### src/rtl/neuron_mac_master.sv
// neuron_mac_master: Avalon-MM master that fetches N image/weight pairs, accumulates their signed products and writes back one scaled result
module neuron_mac_master #(
    parameter int FRAC = 16,
    parameter bit RELU = 1'b1
) (
    input  logic        clk,
    input  logic        reset,
    input  logic [31:0] control_base_addr,
    input  logic [7:0]  control_kernel_size,
    input  logic        control_start,
    input  logic        control_clear,
    output logic        control_done,
    output logic        img_read,
    output logic        img_write,
    output logic [29:0] img_address,
    output logic [31:0] img_writedata,
    input  logic [31:0] img_readdata,
    input  logic        img_waitrequest,
    output logic        weight_read,
    output logic        weight_write,
    output logic [29:0] weight_address,
    output logic [31:0] weight_writedata,
    input  logic [31:0] weight_readdata,
    input  logic        weight_waitrequest
);
    typedef enum logic [2:0] {S_IDLE, S_FETCH, S_MAC, S_WRITE, S_DONE} state_t;

    state_t             r_state, w_state_n;
    logic [29:0]        r_base, r_img_addr, r_weight_addr;
    logic [7:0]         r_n, r_i, w_i1;
    logic signed [63:0] r_acc, w_prod, w_acc_n, w_s;
    logic [31:0]        r_img, r_wgt, r_wdata, w_result;
    logic               r_img_got, r_wgt_got, r_img_read, r_img_write, r_weight_read, r_done;
    logic               w_img_cap, w_wgt_cap, w_last, w_unused;

    assign w_unused  = ^control_base_addr[31:30];
    assign w_img_cap = r_img_read & ~img_waitrequest;
    assign w_wgt_cap = r_weight_read & ~weight_waitrequest;
    assign w_i1      = r_i + 8'd1;
    assign w_last    = (w_i1 == r_n);
    assign w_prod    = {{32{r_img[31]}}, r_img} * {{32{r_wgt[31]}}, r_wgt};
    assign w_acc_n   = r_acc + w_prod;
    assign w_s       = w_acc_n >>> FRAC;
    assign w_result  = (RELU && w_s[63]) ? 32'd0 :
                       (w_s[63:31] == {33{w_s[63]}}) ? w_s[31:0] :
                       w_s[63] ? 32'h8000_0000 : 32'h7FFF_FFFF;

    assign control_done     = r_done;
    assign img_read         = r_img_read;
    assign img_write        = r_img_write;
    assign img_address      = r_img_addr;
    assign img_writedata    = r_wdata;
    assign weight_read      = r_weight_read;
    assign weight_write     = 1'b0;
    assign weight_address   = r_weight_addr;
    assign weight_writedata = 32'd0;

    // Next-state selection; a fetch leaves only once both words have been captured
    always_comb begin
        w_state_n = r_state;
        case (r_state)
            S_IDLE:  w_state_n = control_start ? ((control_kernel_size != 8'd0) ? S_FETCH : S_WRITE) : S_IDLE;
            S_FETCH: w_state_n = ((r_img_got | w_img_cap) && (r_wgt_got | w_wgt_cap)) ? S_MAC : S_FETCH;
            S_MAC:   w_state_n = w_last ? S_WRITE : S_FETCH;
            S_WRITE: w_state_n = img_waitrequest ? S_WRITE : S_DONE;
            S_DONE:  w_state_n = control_clear ? S_IDLE : S_DONE;
            default: w_state_n = S_IDLE;
        endcase
    end

    // State register
    always_ff @(posedge clk) begin
        if (reset) r_state <= S_IDLE;
        else       r_state <= w_state_n;
    end

    // Datapath and registered bus commands, launched one cycle ahead of the state they belong to
    always_ff @(posedge clk) begin
        if (reset) begin
            r_base        <= '0;
            r_n           <= '0;
            r_i           <= '0;
            r_acc         <= '0;
            r_img         <= '0;
            r_wgt         <= '0;
            r_img_got     <= 1'b0;
            r_wgt_got     <= 1'b0;
            r_img_read    <= 1'b0;
            r_img_write   <= 1'b0;
            r_weight_read <= 1'b0;
            r_img_addr    <= '0;
            r_weight_addr <= '0;
            r_wdata       <= '0;
            r_done        <= 1'b0;
        end else begin
            case (r_state)
                S_IDLE: if (control_start) begin
                    r_base        <= control_base_addr[29:0];
                    r_n           <= control_kernel_size;
                    r_i           <= '0;
                    r_acc         <= '0;
                    r_img_got     <= 1'b0;
                    r_wgt_got     <= 1'b0;
                    r_img_addr    <= control_base_addr[29:0];
                    r_weight_addr <= '0;
                    r_wdata       <= '0;
                    r_img_read    <= (control_kernel_size != 8'd0);
                    r_weight_read <= (control_kernel_size != 8'd0);
                    r_img_write   <= (control_kernel_size == 8'd0);
                end
                S_FETCH: begin
                    if (w_img_cap) begin
                        r_img      <= img_readdata;
                        r_img_read <= 1'b0;
                        r_img_got  <= 1'b1;
                    end
                    if (w_wgt_cap) begin
                        r_wgt         <= weight_readdata;
                        r_weight_read <= 1'b0;
                        r_wgt_got     <= 1'b1;
                    end
                end
                S_MAC: begin
                    r_acc     <= w_acc_n;
                    r_img_got <= 1'b0;
                    r_wgt_got <= 1'b0;
                    if (w_last) begin
                        r_img_write <= 1'b1;
                        r_img_addr  <= r_base + {20'd0, r_n, 2'b00};
                        r_wdata     <= w_result;
                    end else begin
                        r_i           <= w_i1;
                        r_img_read    <= 1'b1;
                        r_weight_read <= 1'b1;
                        r_img_addr    <= r_base + {20'd0, w_i1, 2'b00};
                        r_weight_addr <= {20'd0, w_i1, 2'b00};
                    end
                end
                S_WRITE: if (!img_waitrequest) begin
                    r_img_write <= 1'b0;
                    r_done      <= 1'b1;
                end
                S_DONE: if (control_clear) r_done <= 1'b0;
                default: ;
            endcase
        end
    end
endmodule

### config.mk
export PLATFORM = sky130hd
export DESIGN_NAME = neuron_mac_master
export DESIGN_NICKNAME = d
export VERILOG_FILES = /design/src/rtl/neuron_mac_master.sv
export SDC_FILE = /design/constraint.sdc
export NUM_CORES = 2
export LEC_CHECK = 0
export ABC_CLOCK_PERIOD_IN_PS = 12300
export BUFFER_PORTS_ARGS = -buffer_cell sky130_fd_sc_hd__clkbuf_2
export CAP_MARGIN = 20
export CORE_MARGIN = 2
export CORE_UTILIZATION = 60
export DETAILED_ROUTE_END_ITERATION = 10
export PLACE_DENSITY = 0.78
export SLEW_MARGIN = 0
export SYNTH_ARGS = -nofsm -noshare
export SYNTH_HDL_FRONTEND = slang
export SYNTH_SLANG_ARGS = --single-unit
export TNS_END_PERCENT = 100
### constraint.sdc
create_clock -name clk -period 12.3 [get_ports clk]
set_input_delay 1.845 -clock clk [delete_from_list [all_inputs] [get_ports clk]]
set_output_delay 1.845 -clock clk [all_outputs]
set_load 0.05 [all_outputs]
* After elaboration in Yosys (flattened, before gate mapping)
Cells that the tools add are included.
** Storage, ports and cells
- Register bits :: 275
- Word-level logic and storage cells :: 101
- Output and inout bits :: 129
** Cells by class
- Reductions and logical operators :: 20
- Equality and inequality tests :: 13
- Add/sub/neg operators :: 4
- $mul :: 1
- Bitwise gates (word level) :: 6
- Mux-type cells :: 41
** Operators by type and width (count)
- 32-bit 2-to-1 mux :: 4
- 64-bit one-hot mux with 2 select lines :: 1
- 30-bit 2-to-1 mux :: 4
- 30-bit one-hot mux with 2 select lines :: 2
- 64-bit adder :: 1
- 32-bit by 32-bit multiplier with 64-bit output :: 1
- 64-bit 2-to-1 mux :: 1
- 32-bit one-hot mux with 2 select lines :: 1
- 30-bit by 10-bit adder with 30-bit output :: 2
- 16-bit == test :: 1
- 8-bit 2-to-1 mux :: 2
- 8-bit one-hot mux with 2 select lines :: 1
- 1-bit one-hot mux with 3 select lines :: 5
- 3-bit one-hot mux with 5 select lines :: 1
- 3-bit AND reduction :: 5
- 2-bit != test, second input constant :: 7
- 1-bit 2-to-1 mux :: 12
- 4-bit AND reduction :: 3
- 8-bit by 1-bit adder with 8-bit output, second input constant :: 1
- 8-bit == test :: 1
- 8-bit zero test :: 1
- 2-bit 2-to-1 mux :: 4
- 2-bit AND reduction :: 4
- 8-bit nonzero test :: 1
- other kinds (12) :: 19

* Longest topological paths before layout
- Depth in word-level cells :: 7
- Gate-level depth with buffers :: 31
- Mapped depth without buffers :: 28

* Worst setup path before layout
No wires, ideal clock.
- Path type :: register to register
- From :: reg r_wgt[0]
- To :: reg r_wdata[28] (netlist: img_writedata[28])
- Data arrival time :: 9.162 ns
- Clock period less this slack :: 9.302 ns
- Library setup time :: 0.140 ns
- Cell stages (with the launch flop) :: 29
- Setup slack :: 2.998 ns
- Cells stage by stage :: dfxtp_1 > clkbuf_1 > nand2_1 > fa_1 > fa_1 > inv_1 > fa_1 > inv_1 > fa_1 > inv_1 > fa_1 > fa_1 > fa_1 > inv_1 > fa_1 > inv_1 > ha_1 > clkbuf_1 > nand4_1 > or4_1 > nor3_1 > a31o_2 > o211ai_1 > a21oi_1 > xor2_1 > or4b_4 > nor4_4 > buf_6 > a32oi_1
** Between the ends
- Cells in the longest elaborated chain, start to end :: 7
** RTL lines
- from (decl) :: RTL line 32 : logic [31:0] r_img, r_wgt, r_wdata, w_result;
- from (signal assigned) :: RTL line 118 : r_wgt <= weight_readdata;
- 32-bit by 32-bit multiplier with 64-bit output * :: RTL line 41 : assign w_prod = {{32{r_img[31]}}, r_img} * {{32{r_wgt[31]}}, r_wgt};
- 64-bit adder * :: RTL line 42 : assign w_acc_n = r_acc + w_prod;
- 16-bit == test :: RTL line 45 : (w_s[63:31] == {33{w_s[63]}}) ? w_s[31:0] :
- 32-bit 2-to-1 mux :: RTL line 45
- 32-bit 2-to-1 mux * :: RTL line 44 : assign w_result = (RELU && w_s[63]) ? 32'd0 :
- 32-bit 2-to-1 mux * :: RTL line 127 : if (w_last) begin
- 32-bit one-hot mux with 2 select lines * :: RTL line 96 : case (r_state)
- to (signal assigned) :: RTL line 130 : r_wdata <= w_result;
- to (decl) :: RTL line 32
Mark *: on every way between the ends. The rest lies on a longest branch, timed or not. The select of a mux whose other input is x is not followed.
A chain may end at the register's enable or synchronous reset.

* Worst setup path in the final report
- From :: reg r_wgt[6]
- To :: reg r_wdata[23] (netlist: img_writedata[23])
The elaborated chain is that of the path after synthesis.

==> results.py <==
metrics = {
    "setup_path": {
        "reg2regPathDepth": 28,
        "slowest_delay_ns": 1.09,
        "path_max_fanout": 27,
        "r2r-start": "r_wgt[6]$_SDFFE_PP0P_",
        "path_class": "register to register",
        "worst_path_max_delay_cell": "dfxtp_1",
        "path_delay_family": "adder cells",
        "worstPathRequired_ns": 12.75,
        "crit_buf_inv": 8,
        "r2r_end": "img_writedata[23]$_SDFFE_PP0P_",
        "worstPathArrival_ns": 10.93,
        "startpoint": "r_wgt[6]$_SDFFE_PP0P_",
        "startpoint_type": "register",
        "worst_path_most_repeated_cell": "fa_1",
        "r2r_setup_slack_ns": 1.83,
        "endpoint_kind": "register",
    },
    "finish": {
        "syn2layout_area_growth_pct": 5.65,
        "fillerInstances": 6716,
        "multi_input_area_um2": 39400,
        "num-nets-final": 7149,
        "instances_no_fill": 6707,
        "regArea_um2": 4920,
        "n_antenna_cell": 0,
        "drive_gt1_share_pct": 6.40,
    },
    "power": {
        "p_clk_share_pct": 50.0,
        "vdd_drop_max_uv": 114,
        "seqPwrFrac_pct": 37.7,
        "switchingPower_uw": 691,
        "intPower_uw": 1530,
        "power_density_nw_per_um2": 41.7,
        "total_leakage_power_uw": 0.0267,
        "swShare_pct": 31.1,
        "combPwrFrac_pct": 12.3,
    },
    "routing": {
        "drc": 0,
        "first_iter_violations": 2403,
        "final_antenna_net_count": 0,
        "postRouteWirelength_mm": 127,
        "first_pass_iters": 6,
        "wire_per_inst_um": 18.9,
        "viasPerCell": 5.56,
        "vias": 37300,
    },
    "floorplan": {
        "die_area_um2": 86500,
        "dieHeight_um": 294,
        "chipWidth_um": 294,
        "core_area_um2": 83400,
        "start_util_pct": 60.5,
        "num_io_pins": 239,
        "rows": 106,
    },
    "synth": {
        "synth.distinct_cells": 69,
        "ys_seq_area_share_pct": 9.71,
        "synthFlopType": "dfxtp_1",
        "synth_area_leader_cell": "fa_1",
        "synth_most_common_cell": "inv_1",
        "synth-async-reset-ratio_pct": 0,
        "synthTopCellsByArea": "fa_1 48%, dfxtp_1 9.7%, inv_1 9.5%",
        "synth_top_area_share_pct": 48.0,
        "synth_commonest_cells": "1273 x inv_1, 1211 x fa_1, 873 x nand2_1",
        "ys_ff_latch": 245,
        "synth_edf_count": 0,
        "syn_avg_cell_area_um2": 8.99,
        "synthCells": 5615,
        "synthesis.area_um2": 50500,
        "yosys_warnings": 0,
    },
    "timing": {
        "period_needed_ns": 10.47,
        "tns_ns": 0,
        "clock_skew_ns": 0.0451,
        "setup_viol": 0,
        "finalHoldViolCount": 0,
        "finalCritPeriodShare_pct": 85.1,
        "worst_slew_pin_slew_ns": 1.19,
        "finalMaxSlewViolations": 0,
        "slew-limit-headroom_pct": 20.5,
        "rsz0062_at_grt": "false",
        "max_freq_mhz": 95.5,
    },
    "worst_hold_path": {
        "hp-class": "register to register",
        "hold_path_depth": 2,
        "hold_end": "r_wgt[15]$_SDFFE_PP0P_",
        "holdCritStartpoint": "r_wgt[15]$_SDFFE_PP0P_",
    },
    "clocking": {
        "clk_pin_slew_worst_paths_ns": 0.07,
        "cts.sinks": 245,
        "cts.htree.levels": 2,
        "cts_root_buffer": "clkbuf_16",
        "cts-buffers-inserted": 35,
        "cts_tree": "built",
        "cts_resized": 0,
        "postCtsSetupRepairBufs": 0,
        "clkLatencyLatePin_ns": 0.60,
        "clk_path_buf_depth": 3,
        "ctsHoldBuffers": 0,
    },
    "grt": {
        "grt.total_usage_pct": 31.1,
        "grt_pass1_wl_mm": 213,
        "grt_max_degree": 104,
        "antenna_found_initial": 0,
        "grt_pass1_vias": 40900,
        "overflow": 0,
    },
    "placement": {
        "port_buffers": 181,
        "place_inst": 6638,
        "gp_congestion": 0.986,
        "dp_hpwl_mm": 104,
    },
    "run_status": {
        "outcome": "completed",
    },
    "job": {
        "cap_violations": 0,
    },
}
## how the worst max path moves through the flow
stage	to	slack, ns	cells after the start
6_report	img_writedata[23]$_SDFFE_PP0P_	1.83	28
5_1_grt	img_writedata[23]$_SDFFE_PP0P_	1.32	28
4_1_cts	img_writedata[23]$_SDFFE_PP0P_	1.68	28
3_5_place_dp	img_writedata[23]$_SDFFE_PP0P_	1.75	28
3_3_place_gp	img_writedata[23]$_SDFFE_PP0P_	1.99	28
2_1_floorplan	img_writedata[28]$_SDFFE_PP0P_	3.00	28
## flip-flops by register name (all words and copies together) (netlist names), 8 cells and up
register	count
r_n	8
r_img	32
r_wgt	32
r_acc	64
r_base	30
img_writedata	32
img_address	30
weight_address	8
## worst register-to-register path: cells and delay by family (launching register included)
| kind | cells | cell delay (ns) |
|---|---|---|
| AO/OA/AOI/OAI | 8 | 2.61 |
| buffers and inverters | 8 | 1.77 |
| flip-flops | 1 | 1.09 |
| AND/OR/NAND/NOR | 3 | 0.57 |
| adder cells (fa/ha/maj) | 9 | 4.32 |
## final cells by class
type | instances | area share [%]
Multi-Input combinational cell | 3782 | 73.9
Inverter | 1273 | 8.96
Clock buffer | 43 | 1.79
Clock inverter | 20 | 0.535
Tap cell | 1080 | 2.53
Timing Repair Buffer | 264 | 3.10
Sequential cell | 245 | 9.22
## power by group through the flow
stage	Clock, uW	Combinational, uW	Sequential (uW)
after floorplan	0	187	867
after global routing	1160	293	840
after CTS	1130	267	840
after global placement	0	262	856
final	1110	274	839
after detailed placement	0	266	857
## kinds of logic after synthesis
kind of cell    count (synthesis)  share of synthesized area [%]
buf+inv                      1642                           12.7
simple gates                 1636                           15.1
fa+ha+maj                    1438                           53.6
compound gates                530                           6.66
flops                         245                           9.71
xor+xnor                      121                           2.10
mux                             2                         0.0397
other cells                     1                        0.00743
## routing by layer
| metal | part of all wire (%) | global-route usage, % |
|---|---|---|
| met1 | 39 | 39.9 |
| met3 | 6.8 | 4.98 |
| met4 | 4.0 | 11.6 |
| met2 | 50 | 53.2 |
| met5 | 0 | 0 |
## stage by stage
stage	hold slack (ns)	util [%]	area [um2]	setup WS, ns	total power [uW]
6_report	0.453	63.9	53300	1.83	2220
5_1_grt	0.472	63.9	53300	1.32	2290
4_1_cts	0.456	63.7	53200	1.68	2240
3_5_place_dp	0.447	62.3	51900	1.75	1120
3_3_place_gp	0.443	62.3	51900	1.99	1120
2_1_floorplan	0.437	-	50700	3.00	1050
## cells in the final DEF, fill, tap and decap left out, types with 5 or more instances in the layout
| master | count |
|---|---|
| nand4_1 | 28 |
| nand3_1 | 27 |
| clkbuf_2 | 180 |
| ha_1 | 227 |
| nor3_1 | 20 |
| a311oi_1 | 12 |
| and2_1 | 458 |
| o21a_1 | 10 |
| o211ai_1 | 15 |
| o21bai_1 | 13 |
| nand3b_1 | 6 |
| a21oi_1 | 234 |
| clkbuf_8 | 5 |
| dfxtp_1 | 236 |
| a31oi_1 | 19 |
| buf_16 | 6 |
| xnor2_1 | 71 |
| a31o_2 | 5 |
| fa_1 | 1211 |
| a21o_1 | 12 |
| xor2_1 | 50 |
| a211oi_1 | 18 |
| nand2b_1 | 15 |
| a221oi_1 | 9 |
| o21ai_0 | 53 |
| and3_1 | 10 |
| nand2_1 | 872 |
| buf_4 | 77 |
| nor2b_1 | 6 |
| a22oi_1 | 68 |
| nor4_1 | 5 |
| clkbuf_16 | 35 |
| inv_1 | 1273 |
| dfxtp_2 | 9 |
| a32oi_1 | 26 |
| conb_1 | 55 |
| a21boi_0 | 6 |
| nor2_1 | 166 |
No activity file was read; power rests on OpenSTA's default activity.
